File: config.mk
export PLATFORM = sky130hd
export DESIGN_NAME = img_mode_ctrl
export DESIGN_NICKNAME = d
export VERILOG_FILES = /design/src/rtl/img_proc_pkg.sv /design/src/rtl/frame_pos_det.sv /design/src/rtl/img_mode_ctrl.sv
export SDC_FILE = /design/constraint.sdc
export NUM_CORES = 1
export LEC_CHECK = 0
export CAP_MARGIN = 20
export CORE_MARGIN = 2
export CORE_UTILIZATION = 41
export DETAILED_ROUTE_END_ITERATION = 6
export GPL_TIMING_DRIVEN = 0
export PLACE_DENSITY = 0.78
export SYNTH_ARGS = -nofsm -noshare
export SYNTH_HDL_FRONTEND = slang
export SYNTH_HIERARCHICAL = 1
export SYNTH_SLANG_ARGS = --single-unit
File: constraint.sdc
create_clock -name iCLK -period 1.7 [get_ports iCLK]
set_clock_uncertainty 0.05 [all_clocks]
set_input_delay 0.34 -clock iCLK [delete_from_list [all_inputs] [get_ports iCLK]]
set_output_delay 0.34 -clock iCLK [all_outputs]
set_load 0.05 [all_outputs]
File: src/rtl/img_proc_pkg.sv
// rtl/img_proc_pkg.sv - shared types and mode decode for the image_proc control blocks
// Contents:
//   mode_t       filter mode codes (MODE_ILL is never applied)
//   ctrl_state_t mode scheduler states
//   mode_to_en   mode -> {gray_en, horz_en}
package img_proc_pkg;

  typedef enum logic [1:0] {
    MODE_VERT = 2'd0,
    MODE_HORZ = 2'd1,
    MODE_GRAY = 2'd2,
    MODE_ILL  = 2'd3
  } mode_t;

  typedef enum logic [1:0] {
    ACTIVE   = 2'd0,
    WAIT_EOF = 2'd1,
    FLUSH    = 2'd2
  } ctrl_state_t;

  // Returns {gray_en, horz_en}; the illegal code falls back to the vertical filter.
  function automatic logic [1:0] mode_to_en(input mode_t m);
    case (m)
      MODE_HORZ: return 2'b01;
      MODE_GRAY: return 2'b10;
      default:   return 2'b00;
    endcase
  endfunction

endpackage

File: src/rtl/frame_pos_det.sv
// rtl/frame_pos_det.sv - combinational end-of-frame strobe from the pixel counters
// Ports:
//   iDVAL    in   pixel-valid strobe
//   iX_Cont  in   column counter
//   iY_Cont  in   row counter
//   eof_o    out  high on the valid last pixel of the last line
module frame_pos_det #(
  parameter int H_ACTIVE = 1280,
  parameter int V_ACTIVE = 960
) (
  input  logic        iDVAL,
  input  logic [10:0] iX_Cont,
  input  logic [10:0] iY_Cont,
  output logic        eof_o
);

  assign eof_o = iDVAL
              && (iX_Cont == 11'(H_ACTIVE - 1))
              && (iY_Cont == 11'(V_ACTIVE - 1));

endmodule

File: src/rtl/img_mode_ctrl.sv
// rtl/img_mode_ctrl.sv - frame-synchronous filter mode scheduler with post-change blanking
// Build option: IMG_MODE_CTRL_FLUSH_EN enables the FLUSH state (line-buffer refill blanking).
// Ports:
//   iCLK, iRST           pixel clock, asynchronous active-low reset
//   iDVAL/iX_Cont/iY_Cont pixel strobe and counters shared with image_proc
//   req_valid/req_mode   mode-change request; req_ready accepts it
//   req_err              one-cycle pulse after an illegal mode is accepted
//   gray_en/horz_en      registered filter enables for image_proc
//   oBLANK               suppress filter output while buffers refill
//   cur_mode             mode currently applied
//   frame_cnt            completed-frame count (wraps)
module img_mode_ctrl
  import img_proc_pkg::*;
#(
  parameter int H_ACTIVE    = 1280,
  parameter int V_ACTIVE    = 960,
  parameter int FLUSH_LINES = 2
) (
  input  logic        iCLK,
  input  logic        iRST,
  input  logic        iDVAL,
  input  logic [10:0] iX_Cont,
  input  logic [10:0] iY_Cont,
  input  logic        req_valid,
  input  mode_t       req_mode,
  output logic        req_ready,
  output logic        req_err,
  output logic        gray_en,
  output logic        horz_en,
  output logic        oBLANK,
  output mode_t       cur_mode,
  output logic [15:0] frame_cnt
);

  ctrl_state_t state_q, state_d;
  mode_t       cur_mode_q, cur_mode_d;
  mode_t       pend_mode_q, pend_mode_d;
  logic        gray_en_q, horz_en_q;
  logic [1:0]  en_d;
  logic        req_err_q, req_err_d;
  logic [15:0] frame_cnt_q, frame_cnt_d;
  logic        eof;
  logic        hs;

  frame_pos_det #(
    .H_ACTIVE (H_ACTIVE),
    .V_ACTIVE (V_ACTIVE)
  ) u_frame_pos_det (
    .iDVAL   (iDVAL),
    .iX_Cont (iX_Cont),
    .iY_Cont (iY_Cont),
    .eof_o   (eof)
  );

`ifdef IMG_MODE_CTRL_FLUSH_EN
  localparam int FLUSH_TOTAL = FLUSH_LINES * H_ACTIVE;
  localparam int FCW         = $clog2(FLUSH_TOTAL + 1);
  logic [FCW-1:0] flush_cnt_q, flush_cnt_d;
`else
  logic unused_flush_lines;
  assign unused_flush_lines = (FLUSH_LINES > 0);
`endif

  assign req_ready = (state_q == ACTIVE);
  assign hs        = req_valid && req_ready;

  always_comb begin
    state_d     = state_q;
    cur_mode_d  = cur_mode_q;
    pend_mode_d = pend_mode_q;
    req_err_d   = 1'b0;
    frame_cnt_d = frame_cnt_q + {15'd0, eof};
`ifdef IMG_MODE_CTRL_FLUSH_EN
    flush_cnt_d = flush_cnt_q;
`endif
    case (state_q)
      ACTIVE: begin
        // An EOF coinciding with the handshake is not used: WAIT_EOF is
        // only entered on this edge, so the next EOF applies the mode.
        if (hs) begin
          if (req_mode == MODE_ILL) begin
            req_err_d = 1'b1;
          end else if (req_mode != cur_mode_q) begin
            pend_mode_d = req_mode;
            state_d     = WAIT_EOF;
          end
        end
      end
      WAIT_EOF: begin
        if (eof) begin
          cur_mode_d = pend_mode_q;
`ifdef IMG_MODE_CTRL_FLUSH_EN
          flush_cnt_d = '0;
          state_d     = FLUSH;
`else
          state_d     = ACTIVE;
`endif
        end
      end
`ifdef IMG_MODE_CTRL_FLUSH_EN
      FLUSH: begin
        // Counts valid pixels only, so iDVAL gaps stretch the window.
        if (iDVAL) begin
          if (flush_cnt_q == FCW'(FLUSH_TOTAL - 1)) begin
            state_d = ACTIVE;
          end else begin
            flush_cnt_d = flush_cnt_q + FCW'(1);
          end
        end
      end
`endif
      default: state_d = ACTIVE;
    endcase
    // Enables follow the next cur_mode so both change on the same edge.
    en_d = mode_to_en(cur_mode_d);
  end

  always_ff @(posedge iCLK or negedge iRST) begin
    if (!iRST) begin
      state_q     <= ACTIVE;
      cur_mode_q  <= MODE_VERT;
      pend_mode_q <= MODE_VERT;
      gray_en_q   <= 1'b0;
      horz_en_q   <= 1'b0;
      req_err_q   <= 1'b0;
      frame_cnt_q <= '0;
`ifdef IMG_MODE_CTRL_FLUSH_EN
      flush_cnt_q <= '0;
`endif
    end else begin
      state_q     <= state_d;
      cur_mode_q  <= cur_mode_d;
      pend_mode_q <= pend_mode_d;
      gray_en_q   <= en_d[1];
      horz_en_q   <= en_d[0];
      req_err_q   <= req_err_d;
      frame_cnt_q <= frame_cnt_d;
`ifdef IMG_MODE_CTRL_FLUSH_EN
      flush_cnt_q <= flush_cnt_d;
`endif
    end
  end

`ifdef IMG_MODE_CTRL_FLUSH_EN
  assign oBLANK = (state_q == FLUSH);
`else
  assign oBLANK = 1'b0;
`endif

  assign req_err   = req_err_q;
  assign gray_en   = gray_en_q;
  assign horz_en   = horz_en_q;
  assign cur_mode  = cur_mode_q;
  assign frame_cnt = frame_cnt_q;

endmodule

Yosys cells after proc, flatten, opt, wreduce, memory -nomap -nowiden. Cells that the tools add are included.

Register bits: 25. Bits of input ports: 28. Output and inout port bits: 23. Word-level logic and storage cells: 37.

$add $sub $neg: 1. Equality and inequality tests: 11. Multiplexer cells: 11. Bitwise gates (word level): 1. Reduce and logical (&&, ||, !) cells: 6.

Operators by type and width (number): adder 16 x 1 -> 16 bit (1); two-way mux 2 bit (6); equality test 11 x 10 -> 1 bit (second input constant) (1); equality test 11 bit (second input constant) (1); case mux 2 bit (2 select lines) (2); AND reduction 4 bit (2); equality test 2 x 1 -> 1 bit (second input constant) (2); equality test 2 bit (second input constant) (2); inequality test 2 x 1 -> 1 bit (second input constant) (2); inequality test 2 bit (second input constant) (2); logical AND 1 bit (3); two-way mux 1 bit (3); logical NOT 2 bit (1); inequality test 2 bit (1); NOT 1 bit (1).

Longest topological paths before layout.
Depth in word-level cells: 7. Mapped depth: 9. Gate-level depth less buffers: 9.

Hierarchy. Netlist, hierarchy kept.

By module, submodules not included: img_mode_ctrl (times used 1, cells an instance 96, area each 1117.3 um2, seq. area each 600.6 um2); frame_pos_det (times used 1, cells an instance 8, area each 63.8 um2, seq. area each 0.0 um2).

Worst setup path after synthesis. OpenSTA, ideal clock, no wires.

Path kind: input -> register. Start: in iY_Cont[10]. End: reg frame_cnt_q[12], in the netlist frame_cnt[12]. Library setup time: 0.143 ns. Arrival time: 2.141 ns. Slack: -0.634 ns. Stages on the path: 9. Buffers on the path: 0. Path through: nand4b_1 -> or4_1 -> nor3_2 -> ha_1 -> ha_1 -> nand2_1 -> inv_1 -> nand4_1 -> xnor2_1.

Word-level cells in the longest chain between the ends: 3.

RTL lines: start: declaration (RTL line img_mode_ctrl.sv:23) `input logic [10:0] iY_Cont,`; equality test 11 x 10 -> 1 bit (RTL line frame_pos_det.sv:19) `&& (iY_Cont == 11'(V_ACTIVE - 1));`; logical AND 1 bit (RTL line frame_pos_det.sv:19); via eof (RTL line img_mode_ctrl.sv:42) `logic eof;`; adder 16 x 1 -> 16 bit (RTL line img_mode_ctrl.sv:72) `frame_cnt_d = frame_cnt_q + {15'd0, eof};`; via frame_cnt_d[12] (RTL line img_mode_ctrl.sv:41) `logic [15:0] frame_cnt_q, frame_cnt_d;`; end signal: assignment (RTL line img_mode_ctrl.sv:137) `frame_cnt_q <= frame_cnt_d;`; end: declaration (RTL line img_mode_ctrl.sv:41).

The timed path passes the listed nets, and every way through them passes these cells. A chain may end at the register's enable or synchronous reset.

Final worst setup path. Ends and elaborated chain as after synthesis.

==> results.md <==
* Clock root cell: clkbuf_4
* CP Max Fanout at 3
* HPWL Detailed at 1950 um
* Hold WS at approximately 200 ps
* Cell breakdown of the critical path: buf_6 -> nand4b_1 -> or4_4 -> nor3_4 -> ha_4 -> ha_4 -> nand2_4 -> inv_4 -> nand4_1 -> xnor2_1
* Vias/cell at 5.33
* Drt drc at 0
* Crit path kind: in -> reg
* Final RePlAce weighted congestion at 0.705
* Syn Area/Cell at 11.4 um^2
* First-pass GRT wire length at between 4000 and 5000 um
* Hold-fix buffers, CTS at 0
* NumNets Final at 195
* Die W at 57.7 um
* Critical Path Max Stage Delay at 550 ps
* Maximum clock path buffer count at 2
* # clock sinks at 24
* Most common cell in the netlist: dfrtp_1
* Worst R2R End: frame_cnt[15]$_DFF_PN0_
* Static Leakage at 0.000948 uW
* Synth Net Count at 135
* Main synth FF type: dfrtp_1
* Hold Path Class: in -> async
* Pwr dens at around 500 mW/mm^2
* Final Cycle Share at 1.16
* Max VDD drop at about 0.38 mV
* Via count at 1,034
* Critical-path top delay cell: or4_4
* FP Rows at 19
* Die Y at 57.7 um
* Worst r2r src: frame_cnt[8]$_DFF_PN0_
* Core area at 0.00276 mm^2
* Reg2Reg Setup Slack at roughly 210 ps
* Pins Over Slew Limit at 0
* Fill count at between 200 and 250
* CP endpoint kind: flip-flop
* CTS tree: built
* Initial antenna violation count at 0
* Distinct cells, synth at 35
* Finish-stage setup viols at 21
* Largest net degree at the start of global routing at 25
* Ant diodes at 0
* Syn Std Cell Area at approximately 0.0012 mm^2
* Post-synth EDFFs at 0
* Final WL at 2610 um
* RSZ-0062 raised after global routing: true
* 1st-iter DRT viols at 9
* Worst Path Required at 1890 ps
* H-tree levels at 1
* Port Buffer Count at 48
* I/O pin count at roughly 50
* Cells after synthesis at 104
* Synth area leaders: dfrtp_1 51%, xnor2_1 5.9%, xor2_1 4.4%, ha_1 3.2%, nand4b_1 3.0%
* Register area share after synthesis at 0.508
* Number of synthesis warnings at 6
* Max-cap violations at 0
* Minimum clock period at just under 2000 ps
* Power, Total at about 960 uW
* Drt pass-1 iters at 4
* Vias in the first global route at 978
* R2R depth at 4
* Overflow left after global routing at 0
* Fmax at ~0.51 GHz
* CP dominant cell by count: ha_4
* Status: complete, but fails checks
* Final Util at 0.676
* Ys async rst share at 1.00
* Gr usage total at 0.164
* Synth cell count leaders: 24 x dfrtp_1, 8 x xnor2_1, 7 x nand2_1
* WL/cell at approximately 13 um
* Fraction of layout cells with a size suffix above 1 at 0.344
* Initial core utilization at 0.428
* Die area at about 0.0033 mm^2
* Yosys top cell by area: dfrtp_1
* Violated checks: negative setup slack
* Post-synthesis register bit count at 24
* Endpoints failing hold at 0
* Crit path launch: iY_Cont[10]
* Arrival @ worst endpoint at between 2000 and 2500 ps
* Final antenna-violating net count at 0
* Reg clk slew, reported paths at 130 ps
* Later-pin clock latency in the skew report at 310 ps
* End of the critical path: frame_cnt[12]$_DFF_PN0_
* Area growth from synthesis to layout at 57.8%
* TritonCTS Buffers at 3
* CP startpoint kind: input port
* Area of the multi-input gates at 664 um^2
* Share of the synthesized area in the top cell type at 0.508
* FF+latch area at around 600 um^2
* Setup TNS Final at -3410 ps
* Setup ws final at -271 ps
power breakdown:
part,internal (uW),switching (uW)
clock,131,167
combinational,55.7,33.0
sequential,571,0.00234
per-stage QoR:
stage,cells,area [um^2],worst slack (ps)
final,194,1860,-271
after global routing,194,1860,-365
after CTS,190,1790,-374
after detailed placement,183,1730,-1130
after global placement,183,1730,-1030
after floorplan,104,1210,-466
registers in the layout, indices dropped and copies added (netlist names):
name	count
horz_en	1
cur_mode	2
state_q	1
pend_mode_q	2
gray_en	1
req_err	1
frame_cnt	16
critical path, delay by kind of cell:
kind / cells / cell delay (ps)
AND/OR/NAND/NOR: 5 / 1110
adder cells (fa/ha/maj): 2 / 330
XOR/XNOR: 1 / 210
buffers and inverters: 2 / 160
how the worst min path moves through the flow:
stage | from | to | slack (ps) | depth (start not counted)
floorplan | iRST | cur_mode[0]$_DFF_PN0_ | -6 | 0
global placement | frame_cnt[15]$_DFF_PN0_ | frame_cnt[15]$_DFF_PN0_ | 410 | 1
detailed placement | frame_cnt[15]$_DFF_PN0_ | frame_cnt[15]$_DFF_PN0_ | 410 | 1
CTS | req_mode[0] | req_err$_DFF_PN0_ | 350 | 2
global route | iRST | cur_mode[0]$_DFF_PN0_ | 190 | 1
finish | iRST | horz_en$_DFF_PN0_ | 200 | 1
metal layers:
layer  track usage  share of wire  up-vias
met5             0              0        -
met4        0.0797          0.019        0
met3        0.0223          0.071        5
met2         0.291           0.50       46
met1         0.196           0.41      492
li1              -              -      491
cell type report:
class,count,share of cell area
multi-input combinational,73,0.356
sequential,24,0.322
timing repair buffer,55,0.264
tap,31,0.0208
clock buffer,4,0.0195
inverter,5,0.0114
buffer,2,0.00604
cells by family after synthesis:
kind of cell,count (synthesis),synth area share
AO/OA/AOI/OAI,12,0.0689
AND/OR/NAND/NOR,41,0.239
buffers and inverters,7,0.0254
adder cells (fa/ha/maj),3,0.0318
XOR/XNOR,14,0.104
flip-flops,24,0.508
multiplexers,2,0.0191
other,1,0.00317
repair_timing:
action	4_1_cts	5_1_grt
resized for setup	63	36
endpoints found under the setup margin	43	31
pin swaps	11	9
buffers inserted	3	3
layout by cell type, fill, tap and decap left out, types with 2 or more instances in the layout:
cell	Yosys	routed
dfrtp_1	24	24
dlygate4sd2_1	0	16
clkdlybuf4s50_1	0	11
clkbuf_2	0	11
xnor2_1	8	8
xor2_1	6	6
buf_4	1	5
inv_1	5	4
nand3_2	1	4
nand4_1	4	4
nand2_1	7	4
clkdlybuf4s15_2	0	4
nand4b_1	4	4
nand2_4	1	3
nor3_4	0	3
o21ai_0	3	3
clkbuf_4	0	3
buf_6	0	3
nand3_1	5	2
nor2b_1	3	2
and3_1	3	2
o22a_1	2	2
a21oi_1	2	2
ha_4	0	2
buf_2	0	2
clkdlybuf4s15_1	0	2
Note: power is estimated with default switching activity, not from simulation.
